`src/rtl/free_list_bank.sv`:
```
`default_nettype none
// ============================================================================
// Module      : free_list_bank
// Description : One bank of the physical-register free list. A circular FIFO
//               of in-bank tags; the ROB commit path enqueues freed PRs and
//               rename dequeues new destination PRs.
// Revision    : 1.0 - initial release
// ============================================================================
module free_list_bank #(
    parameter int unsigned BANK_ID         = 0,
    parameter int unsigned LENGTH          = 32,
    parameter int unsigned LOG_LENGTH      = 5,
    parameter int unsigned INIT_FREE_BASE  = 8,
    parameter int unsigned LOWER_THRESHOLD = 8,
    parameter int unsigned UPPER_THRESHOLD = 24
) (
    input  logic                  CLK,
    input  logic                  RST,
    input  logic                  enq_valid,
    input  logic [LOG_LENGTH+1:0] enq_PR,
    output logic                  deq_valid,
    output logic [LOG_LENGTH+1:0] deq_PR,
    input  logic                  deq_ready,
    output logic [LOG_LENGTH:0]   count,
    output logic                  lower_flag,
    output logic                  upper_flag,
    output logic                  overflow_err,
    output logic                  bank_err
);

    localparam logic [1:0]            c_BANK      = 2'(BANK_ID);
    localparam logic [LOG_LENGTH:0]   c_FULL      = (LOG_LENGTH+1)'(LENGTH);
    localparam logic [LOG_LENGTH:0]   c_RST_COUNT = (LOG_LENGTH+1)'(LENGTH - INIT_FREE_BASE);
    localparam logic [LOG_LENGTH-1:0] c_RST_TAIL  = LOG_LENGTH'(LENGTH - INIT_FREE_BASE);
    localparam logic [LOG_LENGTH:0]   c_LOWER     = (LOG_LENGTH+1)'(LOWER_THRESHOLD);
    localparam logic [LOG_LENGTH:0]   c_UPPER     = (LOG_LENGTH+1)'(UPPER_THRESHOLD);

    logic [LOG_LENGTH-1:0] r_tags [LENGTH];
    logic [LOG_LENGTH-1:0] r_head;
    logic [LOG_LENGTH-1:0] r_tail;
    logic [LOG_LENGTH:0]   r_count;
    logic                  r_lower;
    logic                  r_upper;
    logic                  r_overflow;
    logic                  r_bank_err;

    logic                  w_full;
    logic                  w_deq_fire;
    logic                  w_enq_fire;
    logic                  w_overflow_evt;
    logic                  w_bank_evt;
    logic [LOG_LENGTH:0]   w_count_nxt;

    // Outputs depend only on registered head/count (and reset), never on enq_*.
    assign deq_valid    = (r_count != '0) & ~RST;
    assign deq_PR       = {r_tags[r_head], c_BANK};
    assign count        = r_count;
    assign lower_flag   = r_lower;
    assign upper_flag   = r_upper;
    assign overflow_err = r_overflow;
    assign bank_err     = r_bank_err;

    assign w_full         = (r_count == c_FULL);
    assign w_deq_fire     = deq_valid & deq_ready;
    assign w_enq_fire     = enq_valid & (~w_full | w_deq_fire);
    assign w_overflow_evt = enq_valid & w_full & ~w_deq_fire;
    // Mismatched tags are still stored so allocation order is preserved.
    assign w_bank_evt     = enq_valid & (enq_PR[1:0] != c_BANK);

    always_comb begin
        w_count_nxt = r_count;
        case ({w_enq_fire, w_deq_fire})
            2'b10:   w_count_nxt = r_count + 1'b1;
            2'b01:   w_count_nxt = r_count - 1'b1;
            default: w_count_nxt = r_count;
        endcase
    end

    // Reset preloads tags INIT_FREE_BASE.. upward; entries past the tail are unused.
    always_ff @(posedge CLK) begin
        if (RST) begin
            for (int i = 0; i < int'(LENGTH); i++) begin
                r_tags[i] <= LOG_LENGTH'(INIT_FREE_BASE + i);
            end
        end else if (w_enq_fire) begin
            r_tags[r_tail] <= enq_PR[LOG_LENGTH+1:2];
        end
    end

    always_ff @(posedge CLK) begin
        if (RST) begin
            r_head  <= '0;
            r_tail  <= c_RST_TAIL;
            r_count <= c_RST_COUNT;
        end else begin
            if (w_deq_fire) begin
                r_head <= r_head + 1'b1;
            end
            if (w_enq_fire) begin
                r_tail <= r_tail + 1'b1;
            end
            r_count <= w_count_nxt;
        end
    end

    // Flags compare the next count so they line up with count itself.
    always_ff @(posedge CLK) begin
        if (RST) begin
            r_lower    <= 1'b0;
            r_upper    <= 1'b0;
            r_overflow <= 1'b0;
            r_bank_err <= 1'b0;
        end else begin
            r_lower <= (w_count_nxt < c_LOWER);
            r_upper <= (w_count_nxt > c_UPPER);
            if (w_overflow_evt) begin
                r_overflow <= 1'b1;
            end
            if (w_bank_evt) begin
                r_bank_err <= 1'b1;
            end
        end
    end

endmodule
`default_nettype wire

```
`config.mk`:
```
export PLATFORM = sky130hd
export DESIGN_NAME = free_list_bank
export DESIGN_NICKNAME = d
export VERILOG_FILES = /design/src/rtl/free_list_bank.sv
export SDC_FILE = /design/constraint.sdc
export NUM_CORES = 1
export LEC_CHECK = 0
export ABC_AREA = 1
export BUFFER_PORTS_ARGS = -buffer_cell sky130_fd_sc_hd__buf_2
export CAP_MARGIN = 5
export CORE_ASPECT_RATIO = 1.75
export CORE_MARGIN = 1
export CORE_UTILIZATION = 40
export DETAILED_ROUTE_END_ITERATION = 6
export SLEW_MARGIN = 30
export SYNTH_ARGS = -nofsm -noshare
export SYNTH_HDL_FRONTEND = slang
export SYNTH_SLANG_ARGS = --single-unit
```
`constraint.sdc`:
```
create_clock -name CLK -period 2.4 [get_ports CLK]
set_input_delay 0.12 -clock CLK [delete_from_list [all_inputs] [get_ports CLK]]
set_output_delay 0.12 -clock CLK [all_outputs]
set_load 0.03 [all_outputs]
```
==> metrics.txt <==
Seq/Total Area, Yosys 0.612; Post-Layout Cell Count around 1300; RSZ-0062 raised after global routing true; Critical-path top delay cell dfxtp_4; Top Metal Used met4; slew at the pin closest to its max-slew limit 660 ps; Post-Route WL about 24 mm; #FFs+latches synth 185; Net count, final 968; antenna violations before repair 0; detailed placement HPWL 16.0 mm; Via density around 5.3; P_leak 0.00353 uW; placed insts around 1200; worst skew pair latency 440 ps; Max-Cap Viols 0; Tmin final 2330 ps; Max Freq 0.429 GHz; worst path cell trace buf_4, o21ai_0, o221ai_1, nand3_1, a32oi_1, buf_4; Clock Path Buffers 2; CTS H-tree depth 4; area leader, netlist edfxtp_1; met3 wire length 1.22 mm; pin count of the biggest net entering global routing 50; most common cell after layout, fill and taps aside nor2_1; vias in the first global route around 6700; CTS tree done; Worst slew margin 0.560; root buf cell clkbuf_16; Distinct cells, synth 34; Crit path buffers/inverters 2; Metal-1 WL 8.56 mm; Port Buffers 26; final-report hold violation count 0; Die X roughly 110 um; Starting Density 0.410; Power, Total 7490 uW; crit path capture type primary output; worst hold margin about 12 ps; Clock Sinks 185; CP Max Fanout 13; fin. max-slew vios 0; Cells after Synth 922; most frequent CP cell buf_4; Multi-input gate area between 2000 and 3000 um2; Core Util, Final 0.478; Area Overhead vs Synth 16.3%; fraction of layout cells with a size suffix above 1 0.134; Worst setup SP type flip-flop; wire per inst 19.3 um; clock skew 9.60 ps; remaining antenna violation count 0; syn_area_per_cell 9.40 um2; Worst-path clk slew 60 ps; DP Worst Slack 122 ps; Total GRT Usage 0.220; type of the tightest min-delay check input port to flip-flop; final clock period utilization by the worst path 0.971; Crit path max-delay family compound AO/OA/AOI/OAI gates; met2 wire len 13.3 mm; YS warnings 0; most frequent cells in the layout nor2_1, nand2_1, edfxtp_1; power per cell area 743 nW/um2; CP required 2280 ps; CP Class flip-flop to primary output; Yosys top cell area share 0.555; CTS Buf Count 17; Final setup viols 0; final worst slack 68.5 ps; die height 197 um; Syn Std Cell Area 8660 um2; DR pass1 iterations 7; # IOs 29; final RePlAce weighted congestion between 0.8 and 0.9; Critical Path Max Stage Delay 440 ps; DR iter-0 viols 559; Worst VDD drop 0.362 mV; residual DRC count 0; core area 21100 um2; status finished clean; WP data arrival 2210 ps; top cells by area, synth edfxtp_1, nor2_1, nand2_1, dfxtp_1, o21ai_0; FP Rows 70; Reg area 5310 um2; Ant. Diodes 0; Die Area approximately 22000 um2; grt total ovfl 0; Fillers 2002; global-route wire length before repair 35.8 mm; vias after detailed routing 6668
[synth_stat cells, drive strengths merged]
library cell,n
nor3,8
o221ai,28
a21oi,6
clkbuf,48
nand3,30
nor2,224
inv,78
clkinv,1
o22ai,12
buf,5
xor2,4
conb,1
dfxtp,25
nand4,3
a31oi,6
nand2,170
and3,1
o21ai,101
edfxtp,160
ha,6
a32oi,4
o41ai,1
[power by group]
| part | switching, uW | total [uW] | internal (uW) | leakage [uW] |
|---|---|---|---|---|
| clock | 1220 | 3010 | 1790 | 0.000313 |
| sequential | 51.9 | 3610 | 3560 | 0.00158 |
| combinational | 596 | 870 | 274 | 0.00164 |
| total | 1870 | 7490 | 5620 | 0.00353 |
[area by class of cell]
cell class / count / area share
inverter: 79 / 0.0312
clock inverter: 13 / 0.0186
timing repair buffer: 62 / 0.0552
clock buffer: 19 / 0.0439
sequential: 185 / 0.527
tap: 288 / 0.0357
multi-input combinational: 606 / 0.288
[path summary, 6_finish.rpt]
kind	cells after the start	from	to	slack, ps
worst max-delay path	6	flip-flop	deq_PR[6]	70
worst min-delay path	3	deq_ready	flip-flop	10
worst max register to register	10	count[2]	r_tags[4][3]	140
worst min register to register	2	bank_err	bank_err	450
[registers in the layout, summed over array words and instances (netlist names), named ones only]
register      count
r_tags          160
count             6
r_head            5
r_tail            5
bank_err          1
lower_flag        1
overflow_err      1
upper_flag        1
[worst min-delay path: cells and delay by family]
family                 cells  cell delay (ps)
AND/OR/NAND/NOR            2              150
buffers and inverters      1              140
[logic make-up after synthesis]
family | share of synthesized area
AOI/OAI and AO/OA | 0.109
xor gates and xnor gates | 0.00404
DFF | 0.612
adders and majority gates | 0.00867
and+or+nand+nor | 0.207
buffers and inverters | 0.0585
other | 0.000433
[routing by layer]
layer / track usage / vias up
met5: 0 / -
met4: 0.111 / 0
met3: 0.0351 / 63
met2: 0.432 / 244
met1: 0.218 / 3188
li1: - / 3173
[metrics by stage]
step | area [um2] | TNS, ps
after floorplan | 8670 | 0
after global placement | 9180 | 0
after detailed placement | 9180 | 0
after CTS | 9870 | 0
after global routing | 10100 | -414
final | 10100 | 0
[repair_timing]
action                                  4_1_cts  5_1_grt
cloned                                        0        4
endpoints found under the setup margin        5       21
hold buffers                                  2        0
resized for setup                            13       30
buffers inserted                              0        3
pin swaps                                     2        5
endpoints found under the hold margin         1        0
Power figures use the tool's default switching activity.
